`config.mk`:
```
export PLATFORM = sky130hd
export DESIGN_NAME = frame_timing_gen
export DESIGN_NICKNAME = d
export VERILOG_FILES = /design/src/rtl/frame_timing_gen.sv
export SDC_FILE = /design/constraint.sdc
export NUM_CORES = 1
export LEC_CHECK = 0
export ABC_AREA = 1
export CORE_UTILIZATION = 31
export DETAILED_ROUTE_END_ITERATION = 8
export SLEW_MARGIN = 20
export SYNTH_ARGS = -nofsm -noshare
export SYNTH_HDL_FRONTEND = slang
export SYNTH_SLANG_ARGS = --single-unit
```
`constraint.sdc`:
```
create_clock -name clk -period 6.2 [get_ports clk]
set_input_delay 0.93 -clock clk [delete_from_list [all_inputs] [get_ports clk]]
set_output_delay 0.93 -clock clk [all_outputs]
set_load 0.01 [all_outputs]
```
`src/rtl/frame_timing_gen.sv`:
```
// PPS-disciplined radio frame timing generator: sample/symbol/slot/frame counters,
// alignment checking against a delayed PPS event, and per-channel symbol-gated triggers.
module frame_timing_gen #(
  parameter int unsigned FFT_SIZE       = 2048,
  parameter int unsigned CP_LEN1        = 160,
  parameter int unsigned CP_LEN2        = 144,
  parameter int unsigned LCP_SYM2       = 7,
  parameter int unsigned SYM_PER_SLOT   = 14,
  parameter int unsigned SLOT_PER_FRAME = 20,
  parameter int unsigned FRAME_WRAP     = 1024,
  parameter int unsigned N_CH           = 2,
  parameter int unsigned TRIG_LEN       = FFT_SIZE / 2
) (
  input  logic                 clk,
  input  logic                 rst_n,
  input  logic                 pps_start,
  input  logic                 sync_enable,
  input  logic [31:0]          delay,
  input  logic [N_CH-1:0]      ch_en,
  input  logic [N_CH*16-1:0]   sym_mask,
  output logic [15:0]          sample_cnt,
  output logic [3:0]           symbol_cnt,
  output logic [7:0]           slot_cnt,
  output logic [9:0]           frame_cnt,
  output logic                 long_cp,
  output logic                 sym_start,
  output logic                 frame_start,
  output logic [N_CH-1:0]      trigger,
  output logic                 locked,
  output logic                 pps_err
);

  localparam logic [15:0] SLEN_LONG  = 16'(FFT_SIZE + CP_LEN1);
  localparam logic [15:0] SLEN_NORM  = 16'(FFT_SIZE + CP_LEN2);
  localparam logic [3:0]  LCP_IDX    = 4'(LCP_SYM2);
  localparam logic [3:0]  SYM_LAST   = 4'(SYM_PER_SLOT - 1);
  localparam logic [7:0]  SLOT_LAST  = 8'(SLOT_PER_FRAME - 1);
  localparam logic [9:0]  FRAME_LAST = 10'(FRAME_WRAP - 1);

  typedef enum logic [1:0] {S_IDLE, S_WAIT, S_RUN} state_e;

  state_e      state_q;
  logic [31:0] time_cnt_q;
  logic        armed_q;
  logic [15:0] sample_q;
  logic [3:0]  symbol_q;
  logic [7:0]  slot_q;
  logic [9:0]  frame_q;
  logic        locked_q;
  logic        pps_err_q;

  logic        is_long;
  logic        wrap_sample;
  logic        wrap_sym;
  logic        wrap_slot;
  logic        align_evt;
  logic [15:0] sample_d;
  logic [3:0]  symbol_d;
  logic [7:0]  slot_d;
  logic [9:0]  frame_inc;
  logic [9:0]  frame_d;

  always_comb begin
    is_long     = (symbol_q == 4'd0) || (symbol_q == LCP_IDX);
    wrap_sample = sample_q == (is_long ? SLEN_LONG - 16'd1 : SLEN_NORM - 16'd1);
    wrap_sym    = wrap_sample && (symbol_q == SYM_LAST);
    wrap_slot   = wrap_sym && (slot_q == SLOT_LAST);
    align_evt   = armed_q && (time_cnt_q == delay) && (state_q != S_IDLE);
    frame_inc   = (frame_q == FRAME_LAST) ? '0 : frame_q + 10'd1;
    sample_d    = wrap_sample ? '0 : sample_q + 16'd1;
    symbol_d    = wrap_sample ? (wrap_sym ? '0 : symbol_q + 4'd1) : symbol_q;
    slot_d      = wrap_sym ? (wrap_slot ? '0 : slot_q + 8'd1) : slot_q;
    frame_d     = wrap_slot ? frame_inc : frame_q;
  end

  always_ff @(posedge clk or negedge rst_n) begin
    if (!rst_n) begin
      state_q    <= S_IDLE;
      time_cnt_q <= '0;
      armed_q    <= 1'b0;
      sample_q   <= '0;
      symbol_q   <= '0;
      slot_q     <= '0;
      frame_q    <= '0;
      locked_q   <= 1'b0;
      pps_err_q  <= 1'b0;
    end else if (!sync_enable) begin
      state_q    <= S_IDLE;
      time_cnt_q <= '0;
      armed_q    <= 1'b0;
      sample_q   <= '0;
      symbol_q   <= '0;
      slot_q     <= '0;
      frame_q    <= '0;
      locked_q   <= 1'b0;
      pps_err_q  <= 1'b0;
    end else begin
      pps_err_q <= 1'b0;
      // A PPS always (re)starts the delay count, even on the cycle an event fires.
      if (pps_start) begin
        armed_q    <= 1'b1;
        time_cnt_q <= '0;
      end else if (align_evt) begin
        armed_q    <= 1'b0;
      end else if (armed_q) begin
        time_cnt_q <= time_cnt_q + 32'd1;
      end

      case (state_q)
        S_IDLE: if (pps_start) state_q <= S_WAIT;
        S_WAIT: if (align_evt) state_q <= S_RUN;
        S_RUN: begin
          if (align_evt && !wrap_slot) begin
            sample_q  <= '0;
            symbol_q  <= '0;
            slot_q    <= '0;
            frame_q   <= frame_inc;
            locked_q  <= 1'b0;
            pps_err_q <= 1'b1;
          end else begin
            sample_q <= sample_d;
            symbol_q <= symbol_d;
            slot_q   <= slot_d;
            frame_q  <= frame_d;
            if (align_evt) locked_q <= 1'b1;
          end
        end
        default: state_q <= S_IDLE;
      endcase
    end
  end

  logic run;
  logic [15:0] ch_mask;

  always_comb begin
    run         = state_q == S_RUN;
    long_cp     = run && is_long;
    sym_start   = run && (sample_q == 16'd0);
    frame_start = sym_start && (symbol_q == 4'd0) && (slot_q == 8'd0);
    trigger     = '0;
    ch_mask     = '0;
    for (int unsigned c = 0; c < N_CH; c++) begin
      ch_mask    = sym_mask[c*16 +: 16];
      trigger[c] = run && ch_en[c] && ch_mask[symbol_q] && (32'(sample_q) < TRIG_LEN);
    end
  end

  assign sample_cnt = sample_q;
  assign symbol_cnt = symbol_q;
  assign slot_cnt   = slot_q;
  assign frame_cnt  = frame_q;
  assign locked     = locked_q;
  assign pps_err    = pps_err_q;

endmodule

```
==> flow_metrics.py, run 1 <==
metrics = {
    "detailed_routing": {
        "drc": 0,
        "ant_nets": 0,
        "routedWlPerCell_um": 14.28,
        "viasPerCell": 4.782,
        "vias": 6154,
        "wl_um": 18380,
        "drtIter0Drc": 439,
        "drt_pass1_iterations": 5,
    },
    "power_and_ir_drop": {
        "ir_worst_vdd_mv": 0.1457,
        "power_density_mw_per_mm2": 179.8,
        "p_leak_nw": 3.233,
    },
    "sta": {
        "skew_ps": 8.032,
        "grt_setup_unrepaired": "false",
        "final.setup.tns_ps": 0,
        "final_max_slew_viol_count": 0,
        "fin_crit_ps": 3866,
        "relSlewSlack_pct": 33.77,
        "worstMarginPinSlew_ps": 993.4,
        "hold_violations": 0,
        "setup_viol": 0,
        "min_period_over_period_pct": 62.36,
        "fmax_mhz": 258.7,
    },
    "finish": {
        "syn_to_final_growth_pct": 25.84,
        "diodes": 0,
        "utilization_pct": 39.73,
        "seq_area_sq_mm": 0.001877,
        "finalNetCount": 1096,
        "fill_cells": 2117,
        "multi_input_area_sq_mm": 0.003638,
        "layout-drive-gt1-share_pct": 9.980,
    },
    "die": {
        "dieArea_sq_mm": 0.02032,
        "row_count": 51,
        "floorplan.die.width_um": 142.6,
        "io_pins": 115,
        "die_h_um": 142.6,
        "coreArea_sq_mm": 0.01940,
        "start_util_pct": 31.57,
    },
    "synth": {
        "ys_seq_area_share_pct": 30.64,
        "async_reset_ff_share_pct": 100.0,
        "synth_simple_gate_area_share_pct": 39.94,
        "synth_fa_ha_area_share_pct": 1.839,
        "synth_area_sq_mm": 0.006125,
        "synth_compound_gate_area_share_pct": 9.479,
        "synth.avg_cell_area_sq_um": 6.679,
        "ys.warnings.count": 0,
        "yosysTopAreaCell": "dfrtp_1",
        "synthCells": 917,
        "yosysMostFrequentCell": "nand2_1",
        "synth_cell_types": 38,
        "synthMuxAreaShare_pct": 0,
        "synth_edf_count": 0,
        "synthTopCellsByCount": "246 x nand2_1, 134 x nor2_1, 99 x inv_1, 75 x dfrtp_1, 44 x nor3_1",
        "synth_nets": 996,
        "synth_ff_type": "dfrtp_1",
        "ys_seq_elements": 75,
        "synthTopCellsByArea": "dfrtp_1 31%, nand2_1 15%, nor2_1 8.2%",
        "synth-xor-area-share_pct": 8.151,
        "synth_top_family_by_area": "simple AND/OR/NAND/NOR gates",
        "synth_top_area_share_pct": 30.64,
    },
    "global_route": {
        "grt_use_total_pct": 18.74,
        "grt_pass1_vias": 5741,
        "antenna_found_initial": 0,
        "gr-total-overflow": 0,
        "grt_pass1_wl_um": 29580,
        "grt_max_degree": 76,
    },
    "critical_path": {
        "cpPeakStageDelay_ps": 760,
        "cp_data_required_time_ps": 5270,
        "end_kind": "output port",
        "reg2reg_depth": 12,
        "worst-setup-path-type": "register to output port",
        "crit_fanout": 22,
        "reg2reg_slack_ps": 2830,
        "arrival_ps": 2940,
        "rr_startpoint": "symbol_cnt[0]",
        "r2r-end": "frame_cnt[8]",
        "critPathTopFamily": "buffers and inverters",
        "worstSetupStartpointType": "register",
        "path_cells": "clkinv_1 -> o21ai_0 -> o22ai_1 -> nand2_1 -> nand4_1 -> and3b_1 -> clkdlybuf4s50_1",
        "critPathSlowestCell": "dfrtp_1",
        "worst-path-buf-inv": 2,
    },
    "outcome": {
        "status": "complete, no violations",
    },
    "clock_network": {
        "clockBufferDepth": 2,
        "cts_buffers": 9,
        "postCtsSetupRepairBufs": 0,
        "clkSlewWorstSetupHoldPaths_ps": 60,
        "cts_num_sinks": 75,
        "clk_latency_ps": 350,
        "cts_resized": 0,
        "root_buffer": "clkbuf_16",
        "h-tree-depth": 3,
        "cts_tree": "yes",
        "ctsHoldBuffers": 0,
    },
    "placed_design": {
        "gp_congestion": 0.9248,
        "numPortBuffers": 114,
        "place_hpwl_um": 14250,
    },
    "run": {
        "cap_violations": 0,
    },
    "hold_path": {
        "min_from": "slot_cnt[1]",
        "hold_class": "register to register",
        "whs_path_depth": 2,
        "min_to": "slot_cnt[1]",
    },
}
stage by stage:
step / hold WS [ps] / power [W] / setup WS [ps] / instance area (sq um) / cells
after detailed placement: 545.5 / 0.0008812 / 2284 / 7420 / 1271
after global placement: 537.4 / 0.0008799 / 2323 / 7420 / 1271
after global routing: 609.2 / 0.001472 / 2054 / 7707 / 1287
after CTS: 559.2 / 0.001401 / 2299 / 7704 / 1287
final: 557.9 / 0.001386 / 2334 / 7707 / 1287
after floorplan: 528.8 / 0.0007351 / 3764 / 6125 / 917
area by class of cell:
cell class / count / area share (%)
tap: 265 / 4.302
multi-input combinational: 701 / 47.21
clock inverter: 7 / 0.7630
timing repair buffer: 115 / 14.85
sequential: 75 / 24.35
clock buffer: 9 / 2.922
inverter: 115 / 5.601
where the power goes:
part / internal (W) / total, W / switching, W / leakage, nW
logic: 0.000140 / 0.000322 / 0.000181 / 2.07
registers: 0.000510 / 0.000549 / 0.0000389 / 1.03
clock network: 0.000277 / 0.000515 / 0.000238 / 0.133
cell families after synthesis:
group | after synthesis
buffers and inverters | 141
adder cells (fa/ha/maj) | 9
AND/OR/NAND/NOR | 542
AO/OA/AOI/OAI | 93
flip-flops | 75
XOR/XNOR | 57
worst reg2reg max path, cell delays in order, from the launching register on:
cell,delay [ps]
dfrtp_1,760
clkinv_1,570
ha_1,370
nand2_1,150
nand2_1,110
nand2_1,110
nand2_1,60
nor2_1,160
nand4_1,170
nand3_1,130
nand2_1,400
nand2_1,180
o21ai_1,70
worst max-delay path by stage:
stage                  start            to  slack [ps]  depth (start not counted)
2_1_floorplan  symbol_cnt[0]    trigger[0]        3760                          8
4_1_cts        symbol_cnt[0]    trigger[0]        2300                          7
3_5_place_dp     sync_enable  frame_cnt[8]        2280                          7
3_3_place_gp     sync_enable  frame_cnt[2]        2320                          7
5_1_grt        symbol_cnt[0]    trigger[0]        2050                          7
6_report       symbol_cnt[0]    trigger[0]        2330                          7
metal layers:
metal	wire length [um]	part of all wire [%]	vias up	global-route usage [%]
li1	-	-	3126	-
met1	8168	44	2817	24.27
met2	8772	48	192	31.97
met3	1119	6.1	19	2.961
met4	323	1.8	0	5.490
met5	0	0	-	0
cell usage in the layout (no fill, tap or decap), types with 9 or more instances in the layout:
cell | netlist | routed
inv_1 | 99 | 99
o21ai_1 | 10 | 10
nand3_1 | 37 | 37
inv_2 | 14 | 14
o21ai_2 | 26 | 26
nor2_1 | 134 | 134
ha_1 | 9 | 9
nand4_1 | 28 | 28
o22ai_1 | 9 | 9
a21oi_1 | 11 | 11
nand2_1 | 246 | 246
clkbuf_16 | 0 | 9
nand3_2 | 19 | 19
dfrtp_1 | 75 | 75
nor3_1 | 44 | 44
clkdlybuf4s50_1 | 0 | 112
xor2_1 | 43 | 43
o21ai_0 | 35 | 35
xnor2_1 | 14 | 14
registers in the layout, indices dropped and copies added, names as in the netlist:
register	flops
time_cnt_q	32
sample_cnt	16
frame_cnt	10
slot_cnt	8
symbol_cnt	4
state_q	2
armed_q	1
locked	1
pps_err	1
No activity file was read; power rests on OpenSTA's default activity.
==> run 2, diff against run 1 <==
clock period = 3.5 ns   (was 6.2 ns; I/O delays follow)
==> run 2 against run 1 <==
  * Register-to-register slack lost 2200 ps
  * Clock skew down 2.0 ps
  * Sequential power increased by 75%
  * Largest cell class unchanged
  * Global-route usage up 0.79 points
  * Core utilization rose by 0.12 points
  * Largest power group unchanged
  * Clock-buffer cell count up 1
  * Via count decreased by 0.26%
  * Combinational power rose by 84%
  * Worst hold slack worse by 330 ps
  * Sequential cell count did not move
  * First-iteration DRC count down 32%
  * Non-clock buffer count rose by 4
==> flow_metrics.py, run 2 (synthesized netlist as in run 1, its figures left out) <==
metrics = {
    "sta": {
        "setup_viol": 0,
        "relSlewSlack_pct": 51.02,
        "hold_violations": 0,
        "min_period_over_period_pct": 84.15,
        "final_max_slew_viol_count": 0,
        "fin_crit_ps": 2945,
        "final.setup.tns_ps": 0,
        "fmax_mhz": 339.5,
        "grt_setup_unrepaired": "false",
        "worstMarginPinSlew_ps": 734.7,
        "skew_ps": 6.044,
    },
    "power_and_ir_drop": {
        "p_leak_nw": 3.242,
        "ir_worst_vdd_mv": 0.2334,
        "power_density_mw_per_mm2": 316.9,
    },
    "die": {
        "start_util_pct": 31.57,
        "io_pins": 115,
        "coreArea_sq_mm": 0.01940,
        "die_h_um": 142.6,
        "row_count": 51,
        "dieArea_sq_mm": 0.02032,
        "floorplan.die.width_um": 142.6,
    },
    "hold_path": {
        "hold_class": "primary input to async pin",
    },
    "detailed_routing": {
        "drtIter0Drc": 300,
        "ant_nets": 0,
        "drc": 0,
        "routedWlPerCell_um": 14.72,
        "wl_um": 18980,
        "viasPerCell": 4.758,
        "vias": 6138,
        "drt_pass1_iterations": 5,
    },
    "critical_path": {
        "worstSetupStartpointType": "register",
        "end_kind": "output port",
        "cpPeakStageDelay_ps": 530,
        "reg2reg_slack_ps": 630,
        "critPathTopFamily": "buffers and inverters",
        "crit_fanout": 13,
        "critPathSlowestCell": "clkdlybuf4s50_1",
        "cp_data_required_time_ps": 2970,
        "worst-setup-path-type": "register to output port",
        "worst-path-buf-inv": 2,
        "arrival_ps": 2420,
        "path_cells": "inv_1 -> o21ai_0 -> o22ai_1 -> nand2_1 -> nand4_1 -> and3b_1 -> clkdlybuf4s50_1",
    },
    "finish": {
        "final_cell_count_no_fill": 1290,
        "seq_area_sq_mm": 0.001877,
        "fill_cells": 2121,
        "diodes": 0,
        "utilization_pct": 39.85,
        "finalNetCount": 1100,
        "multi_input_area_sq_mm": 0.003638,
        "syn_to_final_growth_pct": 26.23,
        "final_common_cell": "nand2_1",
        "layout-drive-gt1-share_pct": 10.24,
        "top_register": "time_cnt_q",
        "largest_reg_flops": 32,
        "final_cell_mix": "246 x nand2_1, 134 x nor2_1, 112 x clkdlybuf4s50_1",
    },
    "clock_network": {
        "clkSlewWorstSetupHoldPaths_ps": 60,
        "clockBufferDepth": 2,
        "clk_latency_ps": 350,
        "cts_tree": "yes",
        "cts_resized": 0,
        "root_buffer": "clkbuf_16",
        "postCtsSetupRepairBufs": 0,
        "h-tree-depth": 3,
        "cts_num_sinks": 75,
        "cts_buffers": 9,
        "ctsHoldBuffers": 0,
    },
    "global_route": {
        "grt_use_total_pct": 19.52,
        "grt_pass1_wl_um": 30370,
        "antenna_found_initial": 0,
        "grt_max_degree": 76,
        "grt_pass1_vias": 5893,
        "gr-total-overflow": 0,
    },
    "placed_design": {
        "place_hpwl_um": 14800,
        "dp_cells": 1275,
        "numPortBuffers": 114,
        "gp_congestion": 0.9515,
    },
    "outcome": {
        "status": "complete, no violations",
    },
    "run": {
        "cap_violations": 0,
    },
}
## run 2: per-layer routing
| layer | GRT usage [%] | part of all wire, % | up-vias | wire length, um |
|---|---|---|---|---|
| met1 | 24.19 | 44 | 2794 | 8379 |
| met3 | 4.273 | 5.8 | 44 | 1108 |
| met5 | 0 | 0 | - | 0 |
| met4 | 8.998 | 3.8 | 0 | 722 |
| li1 | - | - | 3134 | - |
| met2 | 32.25 | 46 | 166 | 8773 |
## run 2: worst paths after layout
kind,startpoint,end,cells after the start
min in group clk,frame_cnt[1],frame_cnt[1],2
worst max register to register,symbol_cnt[1],frame_cnt[2],12
worst max-delay path,symbol_cnt[1],trigger[1],7
max in group asynchronous,rst_n,time_cnt_q[20],1
worst min-delay path,rst_n,time_cnt_q[18],1
worst min register to register,frame_cnt[1],frame_cnt[1],2
## run 2: per-stage QoR
stage          instance area [sq um]  hold WS (ps)  setup WS (ps)  total power, W
4_1_cts                         7727         408.4          547.2        0.002489
3_3_place_gp                    7450         535.8          626.2        0.001570
5_1_grt                         7731         287.9          288.2        0.002595
2_1_floorplan                   6125         229.4           1201        0.001302
6_report                        7731         227.5          554.6        0.002450
3_5_place_dp                    7450         540.1          563.0        0.001573
## run 2: layout make-up
type / count / share of cell area (%)
clock inverters: 5 / 0.5017
clock buffers: 10 / 3.091
repair buffers: 119 / 15.20
multi-input cells: 701 / 47.06
well taps: 265 / 4.289
inverters: 115 / 5.583
flip-flops and latches: 75 / 24.28
## run 2: power breakdown
group,internal [W],switching (W),total [W]
Combinational,0.000254,0.000340,0.000593
Sequential,0.000904,0.0000560,0.000960
Clock,0.000498,0.000399,0.000897
Total,0.00166,0.000794,0.00245
## run 2: worst reg2reg max path, stage by stage (launching register included)
cell and delay [ps]:
dfrtp_1 580, inv_1 280, ha_1 260, nand2_1 160
nand2_1 100, nand2_1 110, nand2_1 60, nor2_1 200
nand4_1 220, nand3_1 150, nand2_1 370, nand2_1 160
o21ai_1 80
==> run 3, diff against run 2 <==
clock period = 2.4 ns   (was 3.5 ns; I/O delays follow)
==> run 3 against run 2 <==
  * Clock power increased by 51%
  * Via count increased by 2.6%
  * Core utilization increased by 2.0 points
  * Setup slack got worse by 430 ps
  * Global-route usage about the same
  * Sequential cell count unchanged
  * Sequential share of layout area decreased by 1.1 points
  * Die area unchanged
  * Critical path type unchanged
  * Critical endpoint is now frame_start
==> flow_metrics.py, run 3 (synthesized netlist as in run 1, its figures left out) <==
metrics = {
    "die": {
        "io_pins": 115,
        "die_h_um": 142.6,
        "floorplan.die.width_um": 142.6,
        "dieArea_sq_mm": 0.02032,
        "row_count": 51,
        "coreArea_sq_mm": 0.01940,
        "start_util_pct": 31.57,
    },
    "global_route": {
        "gr-total-overflow": 0,
        "grt_use_total_pct": 19.50,
        "grt_pass1_vias": 5957,
        "grt_pass1_wl_um": 30350,
        "grt_max_degree": 47,
        "antenna_found_initial": 0,
    },
    "critical_path": {
        "critPathSlowestCell": "dfrtp_1",
        "reg2reg_slack_ps": 210,
        "rr_startpoint": "symbol_cnt[0]",
        "crit_fanout": 3,
        "critPathTopFamily": "simple AND/OR/NAND/NOR gates",
        "cp_data_required_time_ps": 2040,
        "r2r-end": "frame_cnt[3]",
        "reg2reg_depth": 13,
        "worst-setup-path-type": "register to output port",
        "arrival_ps": 1920,
        "worstSetupStartpointType": "register",
        "cpPeakStageDelay_ps": 390,
        "crit_start": "sample_cnt[14]",
        "cp_num_cells": 7,
        "endpoint": "frame_start",
        "path_cells": "nor2_1 -> nand3_1 -> nand3b_1 -> nor3_2 -> buf_4 -> and3_1 -> dlygate4sd2_1",
        "end_kind": "output port",
        "worst-path-buf-inv": 2,
    },
    "finish": {
        "final_cell_count_no_fill": 1329,
        "largest_reg_flops": 32,
        "postLayoutCellArea_sq_mm": 0.008110,
        "layout-drive-gt1-share_pct": 13.82,
        "fill_cells": 2085,
        "finalNetCount": 1138,
        "final_common_cell": "nand2_1",
        "syn_to_final_growth_pct": 32.42,
        "diodes": 0,
        "final_cell_mix": "246 x nand2_1, 134 x nor2_1, 107 x clkdlybuf4s50_1",
        "utilization_pct": 41.81,
        "top_register": "time_cnt_q",
    },
    "sta": {
        "grt_setup_unrepaired": "false",
        "final.setup.tns_ps": 0,
        "hold_violations": 0,
        "fmax_mhz": 438.7,
        "worstMarginPinSlew_ps": 549.2,
        "skew_ps": 8.956,
        "final_max_slew_viol_count": 0,
        "setup_viol": 0,
        "fin_crit_ps": 2280,
        "relSlewSlack_pct": 63.10,
        "min_period_over_period_pct": 94.98,
    },
    "detailed_routing": {
        "wl_um": 19260,
        "vias": 6300,
        "drc": 0,
        "ant_nets": 0,
        "drt_pass1_iterations": 7,
        "routedWlPerCell_um": 14.49,
        "viasPerCell": 4.740,
        "drtIter0Drc": 312,
    },
    "power_and_ir_drop": {
        "p_sw_share_pct": 33.04,
        "seq_power_share_pct": 37.4,
        "p_clk_share_pct": 36.5,
        "ir_worst_vdd_mv": 0.3701,
        "p_sw_w": 0.001222,
        "power_density_mw_per_mm2": 456.1,
        "p_comb_share_pct": 26.1,
        "intPower_w": 0.002477,
        "p_leak_nw": 3.514,
    },
    "clock_network": {
        "cts_num_sinks": 75,
        "clkSlewWorstSetupHoldPaths_ps": 70,
        "root_buffer": "clkbuf_16",
        "clockBufferDepth": 2,
        "h-tree-depth": 3,
        "clk_latency_ps": 350,
        "cts_tree": "yes",
        "cts_buffers": 9,
    },
    "hold_path": {
        "hold_class": "primary input to register",
    },
    "outcome": {
        "status": "complete, no violations",
    },
    "placed_design": {
        "gp_congestion": 0.9435,
        "dp_cells": 1303,
        "numPortBuffers": 114,
        "place_area_sq_mm": 0.007735,
        "place_hpwl_um": 15090,
    },
    "run": {
        "cap_violations": 0,
    },
}
-- run 3: layout make-up --
| type | instances | area, sq um | area share, % |
|---|---|---|---|
| inverter | 115 | 432.9 | 5.338 |
| sequential | 75 | 1878 | 23.16 |
| multi-input combinational | 701 | 3649 | 44.99 |
| tap | 265 | 331.6 | 4.088 |
| clock buffer | 9 | 225.2 | 2.777 |
| timing repair buffer | 157 | 1535 | 18.93 |
| clock inverter | 7 | 58.81 | 0.7251 |
-- run 3: timing repair --
action | CTS | global route
hold endpoints to repair | 29 | 0
buffers inserted | 5 | 3
hold buffers | 1 | 0
resized for setup | 10 | 2
pin swaps | 3 | 3
endpoints found under the setup margin | 5 | 11
gates cloned | 1 | 0
-- run 3: worst min path at each step --
| stage | from | to | slack [ps] | depth (start not counted) |
|---|---|---|---|---|
| finish | sync_enable | time_cnt_q[5] | 360 | 3 |
| global route | sync_enable | time_cnt_q[1] | 370 | 3 |
| CTS | sync_enable | time_cnt_q[1] | 350 | 3 |
| detailed placement | rst_n | slot_cnt[1] | 340 | 1 |
| global placement | rst_n | slot_cnt[2] | 340 | 1 |
| floorplan | rst_n | armed_q | 60 | 0 |
-- run 3: power groups by stage --
stage	Sequential [W]	Clock, W	Combinational [W]
after floorplan	0.00142	0	0.000484
after global routing	0.00139	0.00142	0.00108
after detailed placement	0.00141	0	0.000943
after CTS	0.00138	0.00138	0.000975
final	0.00138	0.00135	0.000967
after global placement	0.00141	0	0.000939
-- run 3: metrics by stage --
stage	hold slack [ps]	total power [W]	setup WS, ps
detailed placement	343.0	0.002354	70.84
floorplan	64.41	0.001899	100.7
global placement	339.0	0.002348	70.10
global route	371.9	0.003889	1.429
finish	360.9	0.003699	120.5
CTS	352.5	0.003738	10.70
-- run 3: worst register-to-register path: cells and delay by family (launching register included) --
kind,cells,cell delay (ps)
DFF,1,420
buffers and inverters,2,350
AOI/OAI and AO/OA,1,60
and+or+nand+nor,9,1020
adders and majority gates,1,220
-- run 3: metal layers --
layer | vias up | part of all wire, % | track usage [%]
met3 | 23 | 5.7 | 2.927
li1 | 3208 | - | -
met2 | 166 | 48 | 33.85
met5 | - | 0 | 0
met4 | 0 | 2.5 | 7.414
met1 | 2903 | 44 | 24.24
